<file path="src/rtl/alu_ctrl_fsm.sv">
// Multicycle control unit for an RV32I-subset datapath.
// Walks each instruction through fetch, decode, execute, memory and
// writeback. Each cycle it produces the ALU select code, the datapath mux
// selects and the write strobes. It stalls on mem_ready while waiting for
// a memory access.
//
// Handshake: mem_ready is a single-cycle completion indication. When
// mem_ready=1 is seen in a memory-waiting state (FETCH, MEMRD, MEMWR), the
// current access completes on that clock edge. While waiting, the request
// (mem_read or mem_write) is held high. mem_ready is ignored in all other
// states.
module alu_ctrl_fsm #(
  parameter int WIDTH = 32
) (
  input  logic             clk,
  input  logic             rst_n,
  input  logic [WIDTH-1:0] instr,
  input  logic             zero,
  input  logic             mem_ready,
  output logic [2:0]       alu_select,
  output logic [1:0]       alu_src_a,
  output logic [1:0]       alu_src_b,
  output logic [1:0]       result_src,
  output logic             mem_read,
  output logic             mem_write,
  output logic             ir_write,
  output logic             pc_write,
  output logic             reg_write,
  output logic             illegal,
  output logic [3:0]       state
);

  typedef enum logic [3:0] {
    FETCH  = 4'd0,
    DECODE = 4'd1,
    MEMADR = 4'd2,
    MEMRD  = 4'd3,
    MEMWB  = 4'd4,
    MEMWR  = 4'd5,
    EXEC_R = 4'd6,
    EXEC_I = 4'd7,
    ALUWB  = 4'd8,
    BEQ    = 4'd9,
    HALT   = 4'd10
  } state_t;

  // Opcodes recognised by the decoder
  localparam logic [6:0] OP_LOAD   = 7'b0000011;
  localparam logic [6:0] OP_STORE  = 7'b0100011;
  localparam logic [6:0] OP_RTYPE  = 7'b0110011;
  localparam logic [6:0] OP_ITYPE  = 7'b0010011;
  localparam logic [6:0] OP_BRANCH = 7'b1100011;

  // ALU select codes in the datapath encoding
  localparam logic [2:0] ALU_ADD  = 3'b001;
  localparam logic [2:0] ALU_AND  = 3'b010;
  localparam logic [2:0] ALU_OR   = 3'b011;
  localparam logic [2:0] ALU_XOR  = 3'b100;
  localparam logic [2:0] ALU_SHL  = 3'b101;
  localparam logic [2:0] ALU_SHR  = 3'b110;

  // Mux select encodings
  localparam logic [1:0] SRCA_PC     = 2'b00;
  localparam logic [1:0] SRCA_OLDPC  = 2'b01;
  localparam logic [1:0] SRCA_RS1    = 2'b10;
  localparam logic [1:0] SRCB_RS2    = 2'b00;
  localparam logic [1:0] SRCB_IMM    = 2'b01;
  localparam logic [1:0] SRCB_FOUR   = 2'b10;
  localparam logic [1:0] RES_ALUOUT  = 2'b00;
  localparam logic [1:0] RES_MEMDATA = 2'b01;
  localparam logic [1:0] RES_ALU     = 2'b10;

  state_t     state_q;
  logic       illegal_q;
  logic [6:0] opcode;
  logic [2:0] funct3;
  logic [2:0] funct_op;
  logic       funct_ok;
  logic       is_load;
  logic       is_store;
  logic       is_rtype;
  logic       is_itype;
  logic       is_beq;

  // Only the opcode and funct3 fields take part in decoding
  logic unused_instr_bits;
  assign unused_instr_bits = ^{instr[WIDTH-1:15], instr[11:7]};

  assign opcode   = instr[6:0];
  assign funct3   = instr[14:12];
  assign is_load  = (opcode == OP_LOAD);
  assign is_store = (opcode == OP_STORE);
  assign is_rtype = (opcode == OP_RTYPE);
  assign is_itype = (opcode == OP_ITYPE);
  assign is_beq   = (opcode == OP_BRANCH) && (funct3 == 3'b000);

  // funct3 to ALU operation; 010/011 (slt/sltu) have no ALU support
  always_comb begin
    funct_op = 3'b000;
    funct_ok = 1'b1;
    case (funct3)
      3'b000:  funct_op = ALU_ADD;
      3'b111:  funct_op = ALU_AND;
      3'b110:  funct_op = ALU_OR;
      3'b100:  funct_op = ALU_XOR;
      3'b001:  funct_op = ALU_SHL;
      3'b101:  funct_op = ALU_SHR;
      default: funct_ok = 1'b0;
    endcase
  end

  // State register and sticky illegal flag; HALT is left only by reset
  always_ff @(posedge clk) begin
    if (!rst_n) begin
      state_q   <= FETCH;
      illegal_q <= 1'b0;
    end else begin
      case (state_q)
        FETCH: begin
          if (mem_ready) state_q <= DECODE;
        end
        DECODE: begin
          if (is_load || is_store) begin
            state_q <= MEMADR;
          end else if (is_rtype && funct_ok) begin
            state_q <= EXEC_R;
          end else if (is_itype && funct_ok) begin
            state_q <= EXEC_I;
          end else if (is_beq) begin
            state_q <= BEQ;
          end else begin
            state_q   <= HALT;
            illegal_q <= 1'b1;
          end
        end
        MEMADR: begin
          state_q <= is_load ? MEMRD : MEMWR;
        end
        MEMRD: begin
          if (mem_ready) state_q <= MEMWB;
        end
        MEMWB: begin
          state_q <= FETCH;
        end
        MEMWR: begin
          if (mem_ready) state_q <= FETCH;
        end
        EXEC_R, EXEC_I: begin
          state_q <= ALUWB;
        end
        ALUWB, BEQ: begin
          state_q <= FETCH;
        end
        HALT: begin
          state_q <= HALT;
        end
        default: begin
          // Unused encodings are treated as a fault and parked in HALT
          state_q   <= HALT;
          illegal_q <= 1'b1;
        end
      endcase
    end
  end

  // Per-state datapath controls; write strobes are suppressed during reset
  always_comb begin
    alu_select = 3'b000;
    alu_src_a  = 2'b00;
    alu_src_b  = 2'b00;
    result_src = 2'b00;
    mem_read   = 1'b0;
    mem_write  = 1'b0;
    ir_write   = 1'b0;
    pc_write   = 1'b0;
    reg_write  = 1'b0;
    case (state_q)
      FETCH: begin
        mem_read   = 1'b1;
        alu_src_a  = SRCA_PC;
        alu_src_b  = SRCB_FOUR;
        alu_select = ALU_ADD;
        result_src = RES_ALU;
        ir_write   = mem_ready;
        pc_write   = mem_ready;
      end
      DECODE: begin
        // Precompute the branch target into the ALU-out register
        alu_src_a  = SRCA_OLDPC;
        alu_src_b  = SRCB_IMM;
        alu_select = ALU_ADD;
      end
      MEMADR: begin
        alu_src_a  = SRCA_RS1;
        alu_src_b  = SRCB_IMM;
        alu_select = ALU_ADD;
      end
      MEMRD: begin
        mem_read = 1'b1;
      end
      MEMWB: begin
        reg_write  = 1'b1;
        result_src = RES_MEMDATA;
      end
      MEMWR: begin
        mem_write = 1'b1;
      end
      EXEC_R: begin
        alu_src_a  = SRCA_RS1;
        alu_src_b  = SRCB_RS2;
        alu_select = funct_op;
      end
      EXEC_I: begin
        alu_src_a  = SRCA_RS1;
        alu_src_b  = SRCB_IMM;
        alu_select = funct_op;
      end
      ALUWB: begin
        reg_write  = 1'b1;
        result_src = RES_ALUOUT;
      end
      BEQ: begin
        // rs1 ^ rs2 is zero exactly when the operands are equal
        alu_src_a  = SRCA_RS1;
        alu_src_b  = SRCB_RS2;
        alu_select = ALU_XOR;
        result_src = RES_ALUOUT;
        pc_write   = zero;
      end
      default: ;
    endcase
    if (!rst_n) begin
      mem_write = 1'b0;
      reg_write = 1'b0;
      pc_write  = 1'b0;
      ir_write  = 1'b0;
    end
  end

  assign illegal = illegal_q;
  assign state   = state_q;

endmodule

</file>
<file path="config.mk">
export PLATFORM = sky130hd
export DESIGN_NAME = alu_ctrl_fsm
export DESIGN_NICKNAME = d
export VERILOG_FILES = /design/src/rtl/alu_ctrl_fsm.sv
export SDC_FILE = /design/constraint.sdc
export NUM_CORES = 1
export LEC_CHECK = 0
export BUFFER_PORTS_ARGS = -buffer_cell sky130_fd_sc_hd__buf_2
export CORE_MARGIN = 8
export CORE_UTILIZATION = 30
export CTS_BUF_LIST = sky130_fd_sc_hd__clkbuf_4 sky130_fd_sc_hd__clkbuf_8
export DETAILED_ROUTE_END_ITERATION = 8
export PLACE_DENSITY_LB_ADDON = 0.05
export SLEW_MARGIN = 10
export SYNTH_ARGS = -nofsm -noshare
export SYNTH_HDL_FRONTEND = slang
export SYNTH_SLANG_ARGS = --single-unit
</file>
<file path="constraint.sdc">
create_clock -name clk -period 2.86 [get_ports clk]
set_clock_uncertainty 0.1 [all_clocks]
set_input_delay 0.143 -clock clk [delete_from_list [all_inputs] [get_ports clk]]
set_output_delay 0.143 -clock clk [all_outputs]
set_load 0.01 [all_outputs]
</file>
==> results of run 1 <==
## final timing paths
| check | from | end | slack, ns | depth (start not counted) |
|---|---|---|---|---|
| max | state[3] | ir_write | 0.88 | 4 |
| min | rst_n | state[0] | 0.09 | 2 |
| max reg2reg | state[3] | state[0] | 0.88 | 4 |
| min reg2reg | illegal | illegal | 0.35 | 2 |
## flip-flops by register name, summed over array words and instances (netlist names)
| register | flops |
|---|---|
| state | 4 |
| illegal | 1 |
## through the flow
| step | util, % | power (mW) | instances |
|---|---|---|---|
| after CTS | 41.6 | 0.862 | 144 |
| after detailed placement | 40.1 | 0.764 | 140 |
| after floorplan | - | 0.581 | 88 |
| final | 41.6 | 0.848 | 144 |
| after global routing | 41.6 | 0.932 | 144 |
| after global placement | 40.1 | 0.763 | 140 |
## critical path, cell delays in order, from the launching register on
cell and delay, ns:
dfxtp_1 0.51, or4_4 0.64, inv_1 0.08, and3_1 0.14, buf_2 0.12
## cell families after synthesis
logic type / Yosys count
compound gates: 25
xor+xnor: 3
fa+ha+maj: 1
buf+inv: 12
flops: 5
simple gates: 42
## power by group
group / switching, mW / internal (mW)
sequential: 0.109 / 0.0990
clock: 0.0321 / 0.0624
combinational: 0.279 / 0.266
total: 0.420 / 0.427
## cells in the mapped netlist, types with 2 or more instances
master / number
inv_1: 5
nand3b_1: 2
clkbuf_1: 4
nor2_1: 6
buf_2: 2
nor3b_1: 2
dfxtp_1: 5
nor2b_1: 4
a21oi_1: 4
nand2_1: 4
nor3_1: 8
a31oi_1: 2
xnor2_1: 2
o22ai_1: 2
nand2b_1: 4
o21ai_0: 5
## per-layer routing
metal,vias up,GRT usage (%),share of wire [%]
met5,-,0,0
met4,0,0.974,0
met3,0,3.50,9.2
met2,25,16.4,43
met1,333,13.3,47
li1,386,-,-
## layout make-up
type | instances | area, sq um
fillers | 227 | 1160
well taps | 27 | 33.8
flip-flops and latches | 5 | 100
repair buffers | 32 | 160
clock buffers | 4 | 30.0
inverters | 5 | 18.8
multi-input cells | 71 | 482
==> out/metrics.csv, run 1 <==
metric;value;unit
syn_inst;88;
synthToLayoutAreaGrowth;29.5;%
first_iter_violations;8;
setup_viol_count_final;0;
cp-start-kind;register;
final_common_cell;buf_2;
dp_slack;0.891;ns
min_period_over_period;69.2;%
antenna_found_initial;0;
row_count;16;
clk_pin_slew;0.05;ns
dpl_cell_area;795;sq um
nets;154;
fp.dieArea;0.00385;sq mm
initial_core_util;32.1;%
cts.sinks;5;
path_class;register to output pin;
synth_compound_area_share;28.3;%
viasPerCell;5.17;
rsz0062_at_grt;no;
cts_tree;built;
drc;0;
syn_area_per_cell;7.24;sq um
synthSimpleGateAreaFrac;41.7;%
muxShareOfSynthArea;0;%
overflow;0;
status;completed;
hold_buffers;0;
powerDensity;1030;mW/mm^2
layout-drive-gt1-share;35.9;%
synth_edf_count;0;
synthesis.nets;124;
cts_resized;0;
stdcell_area;825;sq um
die_w;62.1;um
routabilityCongestion;0.833;
dp_hpwl;1470;um
cts_buffers;3;
async_flop_share;0;%
ys_ff_latch;5;
yosys_warnings;0;
clockRootBuffer;clkbuf_4;
slew_headroom;56.5;%
p_leak;0.371;nW
synth_xor_area_share;4.13;%
fmax;505;MHz
die_h;62.1;um
hp-class;primary input to register;
dr.pass1.iters;4;
synth_top_cell_area_share;15.7;%
synth_area;637;sq um
synth_top_area_cell;dfxtp_1;
slew_viol_final;0;
port_buffers;32;
diodes;0;
synth-seq-area-share;15.7;%
synth_flop_cell;dfxtp_1;
fp.coreArea;0.00198;sq mm
period_needed;1.98;ns
grt_max_degree;21;
worst_slew_pin_slew;0.652;ns
grt_pass1_wl;3070;um
synth_top_cells_by_area;dfxtp_1 16%, nor3_1 6.3%, nand2b_1 3.9%;
fin_hold_ws;0.0894;ns
critPathArrivalTime;1.74;ns
clk_latency;0.25;ns
cp_max_fo;20;
pin_count;55;
synth_top_family_by_area;simple AND/OR/NAND/NOR gates;
timing.final.ws_setup;0.881;ns
hold_viol_final;0;
dr_total_vias;744;
ys_types;43;
synthAdderAreaFrac;1.57;%
h-tree-depth;1;
finalSetupTns;0;ns
cts_setup_buffers;0;
worst_setup_path_end_kind;output pin;
cts_max_path_buffers;2;
drtAntennaViolNets;0;
grt_pass1_vias;697;
grt_usage;10.2;%
drv_cap;0;
ir_drop;0.578;mV
crit_required;2.62;ns
final_cell_mix;32 x buf_2, 8 x nor3_1, 6 x nor2_1;
routed_wirelength;1900;um
wire_per_inst;13.2;um
Note: power is estimated with default switching activity, not from simulation.
==> inputs of run 2 (changes only) <==
--- a/config.mk
+++ b/config.mk
@@ -5,6 +5,7 @@
 export SDC_FILE = /design/constraint.sdc
 export NUM_CORES = 1
 export LEC_CHECK = 0
+export ABC_AREA = 1
 export BUFFER_PORTS_ARGS = -buffer_cell sky130_fd_sc_hd__buf_2
 export CORE_MARGIN = 8
 export CORE_UTILIZATION = 30
==> constraint.sdc (replaced) <==
create_clock -name clk -period 1.69 [get_ports clk]
set_clock_uncertainty 0.1 [all_clocks]
set_input_delay 0.0845 -clock clk [delete_from_list [all_inputs] [get_ports clk]]
set_output_delay 0.0845 -clock clk [all_outputs]
set_load 0.01 [all_outputs]
==> run 2 against run 1 <==
Utilization up 3.1 points. Clock power grew 62%. Non-clock buffer count up 4. Sequential share of layout area fell by 0.48 points. Sequential power is 2% higher. Critical path type unchanged. Largest power group unchanged. Power rose by 50%. Count of clock-buffer cells in the layout did not move. Setup slack worse by 0.74 ns. Flip-flop and latch count did not move.
==> out/metrics.csv, run 2 <==
metric;value;unit
cts_tree;built;
critPathArrivalTime;1.36;ns
p_leak;0.519;nW
path_class;register to output pin;
crit_required;1.51;ns
synth_area;599;sq um
fp.coreArea;0.00192;sq mm
synthToLayoutAreaGrowth;43.2;%
grt_pass1_vias;718;
synth_top_cell_area_share;16.7;%
initial_core_util;31.2;%
viasPerCell;4.39;
placed_cells;173;
syn_inst;112;
fmax;646;MHz
synthesis.nets;148;
async_flop_share;0;%
cp_max_fo;6;
synth_flop_cell;dfxtp_1;
pin_count;55;
finalSetupTns;0;ns
antenna_found_initial;0;
grt_max_degree;8;
clk_latency;0.24;ns
grt_pass1_wl;2910;um
ys_ff_latch;5;
rrSetupSlack;0.24;ns
fp.dieArea;0.00368;sq mm
fin_util;44.7;%
die_w;60.7;um
cp-start-kind;register;
path_common_cell;inv_2;
holdPathStages;4;
slew_headroom;76.1;%
dr_total_vias;786;
cts.sinks;5;
hp-class;primary input to register;
cts_max_path_buffers;2;
final_cell_mix;32 x buf_2, 25 x nand2_1, 18 x nor2_1, 18 x inv_1, 12 x nand3_1;
clockRootBuffer;clkbuf_4;
final_cell_count_no_fill;179;
routed_wirelength;1830;um
syn_area_per_cell;5.35;sq um
dr.pass1.iters;4;
final_common_cell;buf_2;
drc;0;
fin_hold_ws;0.0789;ns
hold_start;mem_ready;
port_buffers;32;
yosys_warnings;0;
first_iter_violations;5;
setup_viol_count_final;0;
critPathTopFamily;flip-flops;
worstHoldEndpoint;state[2];
crit_chain;inv_2 -> nand2_1 -> nor2_1 -> inv_2 -> o311ai_1 -> buf_2;
synth_top_cells_by_area;dfxtp_1 17%, nand2_1 16%, inv_1 13%;
synth-seq-area-share;16.7;%
timing.rr.start;state[2];
rsz0062_at_grt;no;
overflow;0;
layout-drive-gt1-share;37.5;%
nets;189;
hold_viol_final;0;
ys_top_cells_by_count;25 x nand2_1, 20 x inv_1, 19 x nor2_1;
drtAntennaViolNets;0;
worst_setup_path_end_kind;output pin;
min_period_over_period;91.7;%
worst_slew_pin_slew;0.355;ns
clk_pin_slew;0.05;ns
period_needed;1.55;ns
status;completed;
r2r-end;state[2];
die_h;60.7;um
drv_cap;0;
ff2ff_path_depth;9;
startpoint;state[3];
ir_drop;0.690;mV
diodes;0;
slew_viol_final;0;
synth_most_common_cell;nand2_1;
h-tree-depth;1;
grt_usage;9.89;%
crit_slowest_cell;dfxtp_1;
largest_register_ffs;4;
powerDensity;1480;mW/mm^2
cts_buffers;3;
critPathMaxStageDelay;0.36;ns
routabilityCongestion;0.792;
cp_num_buf_inv;3;
wire_per_inst;10.2;um
ys_types;20;
dp_hpwl;1620;um
synth_top_area_cell;dfxtp_1;
row_count;16;
synth_edf_count;0;
-- run 2: cell types whose count changed after synthesis, sizes merged, moves of 5 or more --
cell | before | now
nand2 | 4 | 27
inv | 5 | 26
nor2 | 6 | 24
nand3 | 1 | 12
nor3 | 8 | 3
-- run 2: how the worst max path moves through the flow --
stage	to	slack, ns	cells after the start
final	alu_select[0]	0.14	6
after global routing	alu_src_b[0]	0.02	7
after CTS	alu_select[0]	0.04	6
after detailed placement	state[2]	0.27	8
after global placement	alu_select[0]	0.23	6
after floorplan	alu_select[0]	0.22	4
-- run 2: area by class of cell --
type	count	area [sq um]
multi-input combinational	81	404
inverter	26	97.6
sequential	5	100
clock buffer	4	30.0
fill	236	1060
tap	27	33.8
timing repair buffer	36	193
-- run 2: logic make-up after synthesis --
| group | Yosys count | share of synthesized area [%] |
|---|---|---|
| flops | 5 | 16.7 |
| simple gates | 66 | 51.4 |
| buf+inv | 26 | 16.3 |
| compound gates | 15 | 15.7 |
-- run 2: stage by stage --
stage,power [mW],area [sq um],worst slack [ns]
floorplan,0.793,599,0.221
global placement,1.11,808,0.231
detailed placement,1.11,808,0.275
CTS,1.27,848,0.0378
global route,1.40,858,0.0167
finish,1.27,858,0.141
-- run 2: power breakdown --
| part | total, mW | switching [mW] | internal, mW |
|---|---|---|---|
| Combinational | 0.909 | 0.561 | 0.348 |
| Clock | 0.153 | 0.0475 | 0.105 |
| Sequential | 0.212 | 0.0482 | 0.163 |
-- run 2: layer usage --
metal	part of all wire (%)	vias up	track usage [%]	wire, um
met5	0	-	0	0
met3	6.7	0	2.54	122
met1	50	339	13.5	926
li1	-	429	-	-
met4	0	0	1.99	0
met2	43	18	15.1	785
-- run 2: worst min-delay path: stages --
cell,delay [ns]
buf_2,0.10
inv_1,0.06
nand2_1,0.06
a21oi_1,0.06
-- run 2: what timing repair did --
item                                    4_1_cts  5_1_grt
endpoints found under the setup margin        0        3
buffers inserted                              0        1
hold endpoints to repair                      2        0
resized for setup                             0        4
hold buffers                                  1        0
